===== src/rtl/synapse_event_pkg.sv =====
`default_nettype none
// +----------------------------------------------------------------------+
// | Package : synapse_event_pkg                                          |
// | Shared dispatch state encoding, idle code and handler vector helper. |
// | Rev     : 1.0                                                        |
// +----------------------------------------------------------------------+
package synapse_event_pkg;

    typedef enum logic [2:0] {
        IDLE    = 3'd0,
        REQUEST = 3'd1,
        CLEAR   = 3'd2,
        SETTLE  = 3'd3,
        SERVICE = 3'd4
    } dispatch_state_t;

    localparam logic [15:0] EVENT_IDLE_CODE = 16'hFFFF;

    // Handler table entries are 2**shift words apart; the result wraps at 16 bits.
    function automatic logic [15:0] vector_of(input logic [15:0] base,
                                              input logic [15:0] idx,
                                              input int unsigned shift);
        return base + (idx << shift);
    endfunction

endpackage
`default_nettype wire


===== src/rtl/event_watchdog.sv =====
`default_nettype none
// +----------------------------------------------------------------------+
// | Module : event_watchdog                                              |
// | Loadable saturating up-counter with a pulse one step before all-ones.|
// | Rev    : 1.0                                                         |
// +----------------------------------------------------------------------+
module event_watchdog #(
    parameter int unsigned WIDTH = 16
) (
    input  logic             clk_i,
    input  logic             rst_i,
    input  logic             load_i,
    input  logic [WIDTH-1:0] load_val_i,
    input  logic             run_i,
    output logic             expire_o
);

    localparam logic [WIDTH-1:0] LAST_BEFORE_WRAP = {{(WIDTH-1){1'b1}}, 1'b0};

    logic [WIDTH-1:0] count_q;
    logic [WIDTH-1:0] count_d;

    always_comb begin
        count_d = count_q;
        if (load_i) begin
            count_d = load_val_i;
        end else if (run_i && (count_q != '1)) begin
            count_d = count_q + WIDTH'(1);
        end
    end

    // Fires on the cycle whose edge brings the count to all-ones, so the
    // owner can register the pulse exactly 2**WIDTH-1 cycles after load.
    assign expire_o = run_i && !load_i && (count_q == LAST_BEFORE_WRAP);

    always_ff @(posedge clk_i or posedge rst_i) begin
        if (rst_i) begin
            count_q <= '0;
        end else begin
            count_q <= count_d;
        end
    end

endmodule
`default_nettype wire


===== src/rtl/event_dispatch_sequencer.sv =====
`default_nettype none
// +----------------------------------------------------------------------+
// | Module : event_dispatch_sequencer                                    |
// | Turns event_controller priority output into one-at-a-time IRQs.     |
// | Rev    : 1.0                                                         |
// +----------------------------------------------------------------------+
module event_dispatch_sequencer
    import synapse_event_pkg::*;
#(
    parameter logic [15:0] IDLE_CODE     = EVENT_IDLE_CODE,
    parameter logic [15:0] VECTOR_BASE   = 16'h0100,
    parameter int unsigned STRIDE_LOG2   = 2,
    parameter int unsigned SETTLE_CYCLES = 2,
    parameter int unsigned WDOG_BITS     = 16
) (
    input  logic        sysclk,
    input  logic        sysreset,
    input  logic [15:0] priority_in,
    output logic        priority_load,
    output logic [15:0] clear_data,
    input  logic        enable_load,
    input  logic        enable_in,
    output logic        irq_req,
    output logic [15:0] irq_vector,
    input  logic        irq_ack,
    input  logic        irq_done,
    output logic        busy,
    output logic [15:0] current_event,
    output logic        wdog_event
);

    localparam int unsigned SW = (SETTLE_CYCLES > 1) ? $clog2(SETTLE_CYCLES) : 1;
    localparam logic [SW-1:0] SETTLE_LAST = SW'(SETTLE_CYCLES - 1);

    dispatch_state_t state_q, state_d;
    logic            enable_q, enable_d;
    logic            irq_req_q, irq_req_d;
    logic [15:0]     irq_vector_q, irq_vector_d;
    logic            priority_load_q, priority_load_d;
    logic [15:0]     clear_data_q, clear_data_d;
    logic [15:0]     current_event_q, current_event_d;
    logic            busy_q, busy_d;
    logic            wdog_event_q, wdog_event_d;
    logic [SW-1:0]   settle_q, settle_d;
    logic            done_pend_q, done_pend_d;
    logic            wd_load;
    logic            wd_expire;

    event_watchdog #(
        .WIDTH (WDOG_BITS)
    ) u_watchdog (
        .clk_i      (sysclk),
        .rst_i      (sysreset),
        .load_i     (wd_load),
        .load_val_i ('0),
        .run_i      (state_q == SERVICE),
        .expire_o   (wd_expire)
    );

    always_comb begin
        state_d         = state_q;
        enable_d        = enable_load ? enable_in : enable_q;
        irq_req_d       = irq_req_q;
        irq_vector_d    = irq_vector_q;
        priority_load_d = 1'b0;
        clear_data_d    = clear_data_q;
        current_event_d = current_event_q;
        wdog_event_d    = 1'b0;
        settle_d        = settle_q;
        done_pend_d     = done_pend_q;
        wd_load         = 1'b0;

        case (state_q)
            IDLE: begin
                done_pend_d = 1'b0;
                if (enable_q && (priority_in != IDLE_CODE)) begin
                    state_d         = REQUEST;
                    irq_req_d       = 1'b1;
                    current_event_d = priority_in;
                    irq_vector_d    = vector_of(VECTOR_BASE, priority_in, STRIDE_LOG2);
                end
            end
            REQUEST: begin
                // Acknowledge takes precedence over a simultaneous disable.
                if (irq_ack) begin
                    state_d         = CLEAR;
                    irq_req_d       = 1'b0;
                    priority_load_d = 1'b1;
                    clear_data_d    = current_event_q;
                end else if (!enable_d) begin
                    state_d   = IDLE;
                    irq_req_d = 1'b0;
                end
            end
            CLEAR: begin
                state_d  = SETTLE;
                settle_d = '0;
                if (irq_done) begin
                    done_pend_d = 1'b1;
                end
            end
            SETTLE: begin
                if (irq_done) begin
                    done_pend_d = 1'b1;
                end
                if (settle_q == SETTLE_LAST) begin
                    state_d = SERVICE;
                    wd_load = 1'b1;
                end else begin
                    settle_d = settle_q + SW'(1);
                end
            end
            SERVICE: begin
                if (irq_done || done_pend_q) begin
                    state_d     = IDLE;
                    done_pend_d = 1'b0;
                end else if (wd_expire) begin
                    state_d      = IDLE;
                    wdog_event_d = 1'b1;
                end
            end
            default: begin
                state_d = IDLE;
            end
        endcase

        busy_d = (state_d != IDLE);
    end

    always_ff @(posedge sysclk or posedge sysreset) begin
        if (sysreset) begin
            state_q         <= IDLE;
            enable_q        <= 1'b0;
            irq_req_q       <= 1'b0;
            irq_vector_q    <= '0;
            priority_load_q <= 1'b0;
            clear_data_q    <= '0;
            current_event_q <= IDLE_CODE;
            busy_q          <= 1'b0;
            wdog_event_q    <= 1'b0;
            settle_q        <= '0;
            done_pend_q     <= 1'b0;
        end else begin
            state_q         <= state_d;
            enable_q        <= enable_d;
            irq_req_q       <= irq_req_d;
            irq_vector_q    <= irq_vector_d;
            priority_load_q <= priority_load_d;
            clear_data_q    <= clear_data_d;
            current_event_q <= current_event_d;
            busy_q          <= busy_d;
            wdog_event_q    <= wdog_event_d;
            settle_q        <= settle_d;
            done_pend_q     <= done_pend_d;
        end
    end

    assign priority_load = priority_load_q;
    assign clear_data    = clear_data_q;
    assign irq_req       = irq_req_q;
    assign irq_vector    = irq_vector_q;
    assign busy          = busy_q;
    assign current_event = current_event_q;
    assign wdog_event    = wdog_event_q;

endmodule
`default_nettype wire


===== config.mk =====
export PLATFORM = sky130hd
export DESIGN_NAME = event_dispatch_sequencer
export DESIGN_NICKNAME = d
export VERILOG_FILES = /design/src/rtl/synapse_event_pkg.sv /design/src/rtl/event_watchdog.sv /design/src/rtl/event_dispatch_sequencer.sv
export SDC_FILE = /design/constraint.sdc
export NUM_CORES = 1
export LEC_CHECK = 0
export ABC_AREA = 1
export ABC_CLOCK_PERIOD_IN_PS = 6400
export CAP_MARGIN = 40
export CORE_ASPECT_RATIO = 0.75
export CORE_UTILIZATION = 54
export DETAILED_ROUTE_END_ITERATION = 16
export PLACE_DENSITY = 0.95
export REMOVE_ABC_BUFFERS = 1
export SLEW_MARGIN = 10
export SYNTH_ARGS = -nofsm -noshare
export SYNTH_HDL_FRONTEND = slang
export SYNTH_SLANG_ARGS = --single-unit

===== constraint.sdc =====
create_clock -name sysclk -period 6.4 [get_ports sysclk]
set_input_delay 1.28 -clock sysclk [delete_from_list [all_inputs] [get_ports sysclk]]
set_output_delay 1.28 -clock sysclk [all_outputs]
set_load 0.03 [all_outputs]

==> flow_summary.ini <==
[run_status]
status = finished clean

[hold_path]
min_to = clear_data[9]
min_from = clear_data[9]
holdPathStages = 2
hold_path_class = reg -> reg

[placement]
io_buffers = 71
place_hpwl_um = 6170
gp_congestion = 0.893
place_ws_ns = 3.13

[worst_setup_path]
worst_setup_path_start_kind = input pin
worstRegToRegCells = 8
cp.required_ns = 6.69
crit_fanout = 17
rr_startpoint = u_watchdog.count_q[1]
r2r_end = u_watchdog.count_q[10]
critPathKind = in -> reg
r2r_setup_slack_ns = 4.46
crit_arrival_ns = 3.25
end_kind = register

[route]
dr.pass1.iters = 5
dr.max_layer_used = met4
detail-route-antenna-nets = 0
drtIter0Drc = 205
wl_met2_um = 4310
routed_via_density = 5.33
drc = 0
dr_wl_met3_um = 509
vias = 2956
postRouteWirelength_um = 8550
wl_met1_um = 3550
wire_per_inst_um = 15.4

[logic_synthesis]
ys_ff_latch = 72
synth_cell_types = 32
yosys.area_share.simple_pct = 26.7
yosys.area.top_type = dfrtp_1
ys_seq_area_share_pct = 52.8
syn_inst = 398
syn_avg_cell_area_um2 = 8.67
synth_compound_area_share_pct = 8.70
synth.top_cell.area_share_pct = 40.6
synthAdderAreaFrac_pct = 1.09
synth_area_mm2 = 0.00345
ys_top_cells_by_area = dfrtp_1 41%, nand2_1 14%, dfstp_2 12%
synth_top_family_by_area = simple AND/OR/NAND/NOR gates
synthXorXnorAreaFrac_pct = 3.05
muxShareOfSynthArea_pct = 0
yosysWarnings = 0

[power_and_ir_drop]
leakagePower_uw = 0.00209
power.density_mw_per_mm2 = 492
peakVddDrop_mv = 0.297

[final_layout]
nets = 497
area.growth.synth_to_final_pct = 29.3
drive_above_1_share_pct = 13.0
antenna_cells = 0

[global_routing]
grt_max_degree = 63
grt_use_total_pct = 28.4
grt_pass1_vias = 2915
grt_pass1_wl_um = 14200
overflow = 0
antenna_found_initial = 0

[floorplanning]
die_w_um = 94.3
die_area_mm2 = 0.00672
pin_count = 74
rows = 24
initial_utilization_pct = 57.7
coreArea_mm2 = 0.00598
die_y_um = 71.2

[clock_tree]
clock-sinks = 72
cts.htree.levels = 3
post-cts-setup-buffers = 0
numCtsBuffers = 9
clkLatencyLatePin_ns = 0.36
clock_path_buffers = 2
cts.hold.buffers_added = 0
cts.clk_slew.worst_paths_ns = 0.08
cts-resized-gates = 0
cts_tree = built
root_buffer = clkbuf_8

[timing]
grt_setup_unrepaired = false
min_period_over_period_pct = 46.2
clock.fmax_mhz = 338
setup_slack_ns = 3.44
finalSetupViolCount = 0
fin_tns_setup_ns = 0
timing.slew.headroom_pct = 57.0
fin_worst_skew_ns = 0.0102
final.min_clock_period_ns = 2.96
worstMarginPinSlew_ns = 0.644
maxSlewViolCount = 0
final-hold-violation-count = 0

[flow_run]
maxCapViolCount = 0
==> per-stage QoR <==
stage	instance area, um^2	power, uW	hold WS [ns]	std cells	utilization [%]
after global routing	4460	2310	0.506	555	74.7
final	4460	2200	0.487	555	74.7
after floorplan	3350	1330	0.473	386	-
after detailed placement	4220	1760	0.465	539	70.6
after global placement	4180	1690	0.462	537	69.9
after CTS	4460	2200	0.487	555	74.7
==> worst max path at each step <==
stage / start / to / slack (ns) / cells after the start
6_report: priority_in[6] / current_event[4] / 3.44 / 10
5_1_grt: priority_in[6] / current_event[4] / 3.31 / 10
4_1_cts: priority_in[6] / current_event[0] / 3.47 / 10
3_5_place_dp: priority_in[6] / current_event[4] / 3.13 / 10
3_3_place_gp: priority_in[6] / current_event[4] / 3.22 / 10
2_1_floorplan: priority_in[6] / current_event[0] / 3.23 / 8
==> report_power, final <==
part           total, uW  switching (uW)  internal (uW)
Clock                440             181            259
Combinational        990             622            368
Sequential           765             108            657
Total               2200             912           1280
==> critical path, stage by stage <==
cell and delay, ns:
clkdlybuf4s50_1 0.46, ha_1 0.28, nand2_2 0.10, nor2_4 0.05, nand4_4 0.07, nor2_1 0.07
nor2_2 0.39, buf_4 0.33, nand2_1 0.11, o21ai_0 0.09
==> cells in the final DEF, fill, tap and decap left out, types with 3 or more instances in the layout <==
cell and n:
nor2_1 30, nand3_1 17, bufinv_16 3, nor2_4 3, clkdlybuf4s50_1 71, nor2_2 3
dfrtp_1 56, nand2_1 129, o21ai_2 6, ha_1 3, nand4_1 13, clkbuf_8 9
o21ai_0 37, xor2_1 11, o21bai_1 3, dfstp_2 16, nand2_2 6, inv_1 38
==> synthesized netlist by cell type, drive strengths merged <==
| master | number |
|---|---|
| a21oi | 1 |
| buf | 10 |
| clkbuf | 3 |
| conb | 1 |
| dfrtp | 56 |
| dfstp | 16 |
| ha | 3 |
| inv | 41 |
| nand2 | 136 |
| nand3 | 17 |
| nand4 | 14 |
| nor2 | 37 |
| nor3 | 2 |
| nor3b | 1 |
| o21ai | 44 |
| o21bai | 4 |
| xnor2 | 1 |
| xor2 | 11 |
==> state kept, by name, indices dropped and copies added, names as in the netlist <==
register / cells
settle_q: 1
done_pend_q: 1
clear_data: 16
priority_load: 1
enable_q: 1
irq_vector: 14
current_event: 16
busy: 1
u_watchdog.count_q: 16
irq_req: 1
wdog_event: 1
state_q: 3
==> cells by family after synthesis <==
family                   count (synthesis)
buffers and inverters                   54
flip-flops                              72
AND/OR/NAND/NOR                        207
other                                    1
XOR/XNOR                                12
AO/OA/AOI/OAI                           49
adder cells (fa/ha/maj)                  3
==> metal layers <==
layer  track usage [%]  up-vias
met3              8.28       19
met5                 0        -
met4              9.57        0
li1                  -     1404
met1              36.0     1432
met2              46.8      101
==> final cells by class <==
cell class,count,area (um^2)
sequential,72,1820
fill,412,1510
multi-input combinational,273,1370
timing repair buffer,75,768
inverter,41,156
clock buffer,9,124
clock inverter,7,120
tap,78,97.6
Note: power is estimated with default switching activity, not from simulation.
